--- config.mk ---
export PLATFORM = sky130hd
export DESIGN_NAME = alu_mc
export DESIGN_NICKNAME = d
export VERILOG_FILES = /design/src/rtl/alu_mc.sv
export SDC_FILE = /design/constraint.sdc
export NUM_CORES = 1
export LEC_CHECK = 0
export ABC_AREA = 1
export ABC_CLOCK_PERIOD_IN_PS = 3100
export BUFFER_PORTS_ARGS = -buffer_cell sky130_fd_sc_hd__buf_2
export CORE_AREA = 10 10 126 128
export CTS_CLUSTER_SIZE = 20
export DETAILED_ROUTE_END_ITERATION = 10
export DIE_AREA = 0 0 136 138
export PLACE_DENSITY = 0.75
export REMOVE_ABC_BUFFERS = 1
export SYNTH_ARGS = -nofsm -noshare
export SYNTH_HDL_FRONTEND = slang
export SYNTH_SLANG_ARGS = --single-unit
export TNS_END_PERCENT = 50
--- constraint.sdc ---
create_clock -name Clk -period 3.1 [get_ports Clk]
set_input_delay 0.465 -clock Clk [delete_from_list [all_inputs] [get_ports Clk]]
set_output_delay 0.465 -clock Clk [all_outputs]
set_load 0.05 [all_outputs]
--- src/rtl/alu_mc.sv ---
// Multi-cycle ALU: single-cycle logic/arithmetic ops, iterative shifts and shift-add multiply,
// with a valid/ready handshake on both the request and the result side.
module alu_mc #(
    parameter int WIDTH = 16
) (
    input  logic             Clk,
    input  logic             Reset,
    input  logic             in_valid,
    output logic             in_ready,
    input  logic [2:0]       op,
    input  logic [WIDTH-1:0] X,
    input  logic [WIDTH-1:0] Y,
    output logic             out_valid,
    input  logic             out_ready,
    output logic [WIDTH-1:0] out,
    output logic             N,
    output logic             Z,
    output logic             P,
    output logic             C
);
    localparam int SW = $clog2(WIDTH);
    localparam logic [SW:0] CNT_ONE = (SW+1)'(1);
    localparam logic [SW:0] MUL_CNT = (SW+1)'(WIDTH);

    localparam logic [2:0] OP_ADD  = 3'b000;
    localparam logic [2:0] OP_AND  = 3'b001;
    localparam logic [2:0] OP_NOT  = 3'b010;
    localparam logic [2:0] OP_PASS = 3'b011;
    localparam logic [2:0] OP_SUB  = 3'b100;
    localparam logic [2:0] OP_SHL  = 3'b101;
    localparam logic [2:0] OP_SHR  = 3'b110;
    localparam logic [2:0] OP_MUL  = 3'b111;

    typedef enum logic [1:0] {IDLE, EXEC, DONE} state_t;

    state_t           state, state_n;
    logic [2:0]       op_r;
    logic [WIDTH-1:0] a_r, b_r, acc_r;
    logic [SW:0]      cnt_r;

    logic             accept, load_res, res_c;
    logic [WIDTH-1:0] res, acc_nx, sh_nx;
    logic [WIDTH:0]   sum;
    logic [SW-1:0]    s_in;

    assign s_in   = Y[SW-1:0];
    assign sum    = {1'b0, X} + {1'b0, Y};
    assign acc_nx = b_r[0] ? acc_r + a_r : acc_r;
    assign sh_nx  = (op_r == OP_SHL) ? (a_r << 1) : (a_r >> 1);
    assign accept = in_ready && in_valid;

    always_ff @(posedge Clk) begin
        if (Reset) state <= IDLE;
        else       state <= state_n;
    end

    always_comb begin
        state_n   = state;
        in_ready  = 1'b0;
        out_valid = 1'b0;
        load_res  = 1'b0;
        res       = '0;
        res_c     = 1'b0;
        case (state)
            IDLE: begin
                in_ready = 1'b1;
                if (in_valid) begin
                    load_res = 1'b1;
                    state_n  = DONE;
                    case (op)
                        OP_ADD:  begin res = sum[WIDTH-1:0]; res_c = sum[WIDTH]; end
                        OP_AND:  res = X & Y;
                        OP_NOT:  res = ~X;
                        OP_PASS: res = X;
                        OP_SUB:  begin res = X - Y; res_c = (X >= Y); end
                        OP_SHL, OP_SHR: begin
                            // A zero shift amount finishes immediately with the operand unchanged
                            res = X;
                            if (s_in != '0) begin
                                load_res = 1'b0;
                                state_n  = EXEC;
                            end
                        end
                        default: begin
                            load_res = 1'b0;
                            state_n  = EXEC;
                        end
                    endcase
                end
            end
            EXEC: begin
                if (cnt_r == CNT_ONE) begin
                    load_res = 1'b1;
                    res      = (op_r == OP_MUL) ? acc_nx : sh_nx;
                    state_n  = DONE;
                end
            end
            DONE: begin
                out_valid = 1'b1;
                if (out_ready) state_n = IDLE;
            end
            default: state_n = IDLE;
        endcase
    end

    // Iteration registers: captured on accept, stepped once per EXEC cycle
    always_ff @(posedge Clk) begin
        if (accept) begin
            op_r  <= op;
            a_r   <= X;
            b_r   <= Y;
            acc_r <= '0;
            cnt_r <= (op == OP_MUL) ? MUL_CNT : {1'b0, s_in};
        end else if (state == EXEC) begin
            op_r  <= op_r;
            a_r   <= (op_r == OP_MUL) ? (a_r << 1) : sh_nx;
            b_r   <= b_r >> 1;
            acc_r <= acc_nx;
            cnt_r <= cnt_r - CNT_ONE;
        end
    end

    always_ff @(posedge Clk) begin
        if (Reset) begin
            out <= '0;
            N   <= 1'b0;
            Z   <= 1'b0;
            P   <= 1'b0;
            C   <= 1'b0;
        end else if (load_res) begin
            out <= res;
            N   <= res[WIDTH-1];
            Z   <= (res == '0);
            P   <= !res[WIDTH-1] && (res != '0);
            C   <= res_c;
        end
    end
endmodule

After elaboration in Yosys (flattened, before gate mapping)
Cells that the tools add are included.
{"block": "op_classes", "addsub": 4, "magnitude_cmp": 1, "n_eq_ne": 15, "mux": 31, "bitwise": 2, "reduce_logical": 13}
{"cell": "$mux 16", "count": 10}
{"cell": "$pmux 16 s5", "count": 1}
{"cell": "$pmux 16 s2", "count": 1}
{"cell": "$eq 3x3->1 const B", "count": 6}
{"cell": "$add 16x16->17", "count": 1}
{"cell": "$add 16x16->16", "count": 1}
{"cell": "$and 16x16->16", "count": 1}
{"cell": "$ge 16x16->1", "count": 1}
{"cell": "$logic_not 16->1", "count": 1}
{"cell": "$not 16->16", "count": 1}
{"cell": "$reduce_bool 16->1", "count": 1}
{"cell": "$sub 16x16->16", "count": 1}
{"cell": "$mux 5", "count": 3}
{"cell": "$mux 2", "count": 4}
{"cell": "$mux 1", "count": 7}
{"cell": "$eq 3x2->1 const B", "count": 2}
{"cell": "$ne 2x2->1 const B", "count": 3}
{"cell": "$pmux 1 s2", "count": 3}
{"cell": "$pmux 2 s3", "count": 1}
{"cell": "$eq 5x1->1 const B", "count": 1}
{"cell": "$reduce_or 5->1", "count": 1}
{"cell": "$sub 5x1->5 const B", "count": 1}
{"cell": "$pmux 2 s2", "count": 1}
{"cell": "$reduce_bool 4->1", "count": 1}
{"cell": "11 further kinds", "count": 12}
{"block": "word_totals", "reg_bits": 78, "inputBits": 39, "out_inout_bits": 22, "elab_cells": 77}

Logic depth before layout (Yosys ltp)
{"block": "logic_depth", "ltp_word": 7, "mapped_depth": 20, "mapped_depth_nobuf": 19}

Worst setup path after synthesis
No wires, ideal clock.
{"block": "synth_timing", "path_kind": "register to register", "start": "register state[1]", "end": "register a_r[0], enable pin", "setup_time_ps": 414, "arrival_time_ps": 2491, "t_required_ps": 2686, "path_slack_ps": 195, "path_stages_with_launch": 6, "path_buffers": 2, "synth_period_minus_slack_ps": 2905, "cell_sequence": "dfxtp_1 -> nor2_2 -> nand2_1 -> clkbuf_1 -> nand2_1 -> clkbuf_1"}
{"block": "synth_via", "elab_chain_cells": 4, "elab_cells_between_ends": 5, "cone_classes": "eq/ne: 1; mux: 1; reduce/logical: 3"}
{"element": "start, declared", "line_no": "36", "source": "state_t state, state_n;"}
{"element": "start signal, assigned", "line_no": "54", "source": "else state <= state_n;"}
{"element": "$logic_not 2->1", "line_no": "64", "source": "case (state)"}
{"element": "$mux 1", "line_no": "64"}
{"element": "named net in_ready", "line_no": "9", "source": "output logic in_ready,"}
{"element": "$logic_and 1x1->1", "line_no": "50", "source": "assign accept = in_ready && in_valid;"}
{"element": "$reduce_bool 2->1 (no line)"}
{"element": "end signal, assigned", "line_no": "116", "source": "a_r <= (op_r == OP_MUL) ? (a_r << 1) : sh_nx;"}
{"element": "end, declared", "line_no": "38", "source": "logic [WIDTH-1:0] a_r, b_r, acc_r;"}
The timed path passes the listed nets, and every way through them passes these cells.
A chain may end at the register's enable or synchronous reset.

Worst setup path after layout
{"block": "layout_timing", "start": "register a_r[0]", "end": "register P"}
{"block": "layout_via", "elab_chain_cells": 7, "elab_cells_between_ends": 9, "cone_classes": "add/sub: 1; mux: 5; reduce/logical: 3"}
{"element": "$add 16x16->16", "line_no": "48", "source": "assign acc_nx = b_r[0] ? acc_r + a_r : acc_r;"}
{"element": "$mux 16", "line_no": "48"}
{"element": "$mux 16 *", "line_no": "94", "source": "res = (op_r == OP_MUL) ? acc_nx : sh_nx;"}
{"element": "$mux 16 *", "line_no": "92", "source": "if (cnt_r == CNT_ONE) begin"}
{"element": "$pmux 16 s2 *", "line_no": "64"}
{"element": "$reduce_bool 16->1 or $logic_not 1->1 (tied branches)", "line_no": "134", "source": "P <= !res[WIDTH-1] && (res != '0);"}
{"element": "$logic_and 1x1->1 *", "line_no": "134"}
{"element": "end signal, assigned", "line_no": "134"}
{"element": "end, declared", "line_no": "18", "source": "output logic P,"}
Every way passes the cells marked *; elsewhere a longest branch is shown, timed or not.

==> qor.csv <==
metric,value,unit
yosysMostFrequentCell,nand2_1,
synth.distinct_cells,41,
fin_worst_skew,0.0108,ns
drt_iter0_drc,721,
cts_buffer_depth,2,
cts.sinks,77,
r2r_start,a_r[0],
clock_latency,0.35,ns
postCtsHoldBufs,0,
die_x,136,um
end_kind,flop,
grt_usage,22.7,%
power.leakage,4.07,nW
max_freq,0.396,GHz
cp_data_required_time,3.34,ns
clk_pin_slew,0.07,ns
root_buffer,clkbuf_16,
cts_made_buffers,9,
post_cts_resized,0,
grt_first_pass_wirelength,35300,um
yosysWarnings,0,
min_period,2.53,ns
synth-edff-count,40,
core,13500,um2
post_cts_buffers,0,
synth_top_cell_area_share,17.5,%
max_cap_violations,0,
firstDrtPassIters,6,
ys_ff_latch,77,
worstSetupPathType,flop to flop,
die_area,18800,um2
grt_overflow,0,
peakVddDrop,316,uV
tritoncts,built,
dr_total_vias,7651,
worst_slew_pin_slew,0.662,ns
min_from,Reset,
first_global_vias,7110,
die_h,138,um
setup-violations-final,0,
critPathArrivalTime,2.76,ns
htree_levels,3,
holdCritPathClass,primary input to flop,
wl,21600,um
num_antenna_cells,0,
yosysSeqAreaShare,27.1,%
nets,1272,
synth_ff_type,edfxtp_1,
utilization,58.8,%
p_total,0.00481,W
post-route-period-util,81.5,%
drv_slew,0,
setup_tns,0,ns
drcViolationCount,0,
syn_inst,1138,
antenna_found_initial,0,
fill_cells,1303,
r2r_slack,0.57,ns
synth_top_area_cell,nand2_1,
worstPathMaxFanout,3,
relSlewSlack,55.7,%
netlist_top_cells_count,"334 x nand2_1, 165 x inv_1, 124 x nand3_1",
path_common_cell,nand2_1,
pin_count,61,
io_buffers,60,
path_cells,ha_1 -> fa_1 -> nand2_1 -> nand2_1 -> nand3b_1 -> nand2_1 -> nand2_1 -> nand3_1 -> nand2_1 -> nand2_1 -> nand3_1 -> nand2_1 -> nand2_1 -> nand2_1 -> nor2_1 -> nand4_1 -> nand2_1 -> a21oi_1,
hpwl,16800,um
finalHoldViolations,0,
placementRows,43,
power.density,607,nW/um2
synth.area.top_cells,"nand2_1 17%, edfxtp_1 17%, dfxtp_1 10%",
startpoint_type,flop,
layout-drive-gt1-share,9.96,%
postRouteAntennaNets,0,
syn_area,7170,um2
grt_max_degree,31,
holdPathEnd,state[1],
cpPeakStageDelay,0.42,ns
start_util,53.1,%
gp_congestion,0.977,
hold_depth,2,
status,"complete, no violations",
rsz0062_at_grt,false,
r2r_end,P,
reg2regPathDepth,18,
post_drt_via_cell_ratio,5.61,
avgRoutedWirePerCell,15.8,um
avgSynthCellArea,6.30,um2
async_flop_share,0,%
cpMaxStageDelayCell,fa_1,
area_growth,10.7,%
-- metal layers --
metal  vias up  routed length [um]  GRT usage, %
li1       3827                   -             -
met1      3466                9290          29.2
met2       314               10400          38.4
met3        44                1420          2.93
met4         0                 456          6.67
met5         -                   0             0
-- state kept, by name, indices dropped and copies added (netlist names), 2 cells and up --
register,count
state,2
acc_r,16
out,16
op_r,3
cnt_r,5
a_r,16
b_r,16
-- layout make-up --
class                           instances  area (um2)  area share [%]
Inverter                              176         661            8.33
Sequential cell                        77        1940            24.5
Timing Repair Buffer                   71         383            4.82
Tap cell                              180         225            2.84
Clock inverter                          5        87.6            1.10
Multi-Input combinational cell        845        4370            55.1
Clock buffer                           11         264            3.33
-- report_power, final --
part | total (W) | leakage [nW] | internal, W | switching (W)
logic | 0.00207 | 3.20 | 0.000676 | 0.00139
clock network | 0.00125 | 0.169 | 0.000785 | 0.000469
registers | 0.00149 | 0.696 | 0.00135 | 0.000148
total | 0.00481 | 4.07 | 0.00281 | 0.00201
-- per-stage QoR --
stage          cells  instance area [um2]  setup WS (ns)  hold WS, ns
2_1_floorplan   1098                 6970         -0.289        0.464
3_3_place_gp    1349                 7580          0.469        0.452
3_5_place_dp    1349                 7580          0.448        0.455
4_1_cts         1365                 7940          0.573        0.341
5_1_grt         1365                 7940          0.255        0.360
6_report        1365                 7940          0.574        0.342
-- cell families (layout without fill, tap and decap cells) --
group	count (synthesis)	after routing	share of synthesized area (%)
xor+xnor	4	4	0.489
flops	77	77	27.1
buf+inv	216	263	12.0
simple gates	593	593	35.2
compound gates	195	195	15.7
fa+ha+maj	53	53	9.57
-- worst max-delay path: cells and delay by family, from the launching register on --
kind | cells | cell delay [ns]
AND/OR/NAND/NOR | 15 | 1.28
AO/OA/AOI/OAI | 1 | 0.05
adder cells (fa/ha/maj) | 2 | 0.67
flip-flops | 1 | 0.41
-- layout by cell type, fill, tap and decap left out, types with 11 or more instances in the layout --
cell / count
nand2_1: 332
nand3_1: 124
nor2_1: 80
inv_1: 165
a21oi_1: 48
buf_4: 11
buf_2: 60
o211ai_1: 13
ha_1: 50
nand4_1: 18
o21ai_0: 79
o22ai_1: 23
edfxtp_1: 40
dfxtp_1: 37
-- worst max path at each step --
stage                     cells past startpoint  slack, ns     start  endpoint
after CTS                                    18       0.57    a_r[0]         P
after global placement                       17       0.47      X[5]         P
final                                        18       0.57    a_r[0]         P
after floorplan                               8      -0.29  state[1]   out[15]
after global routing                         12       0.25   op_r[2]         Z
after detailed placement                     18       0.45      X[0]         C
No activity file was read; power rests on OpenSTA's default activity.
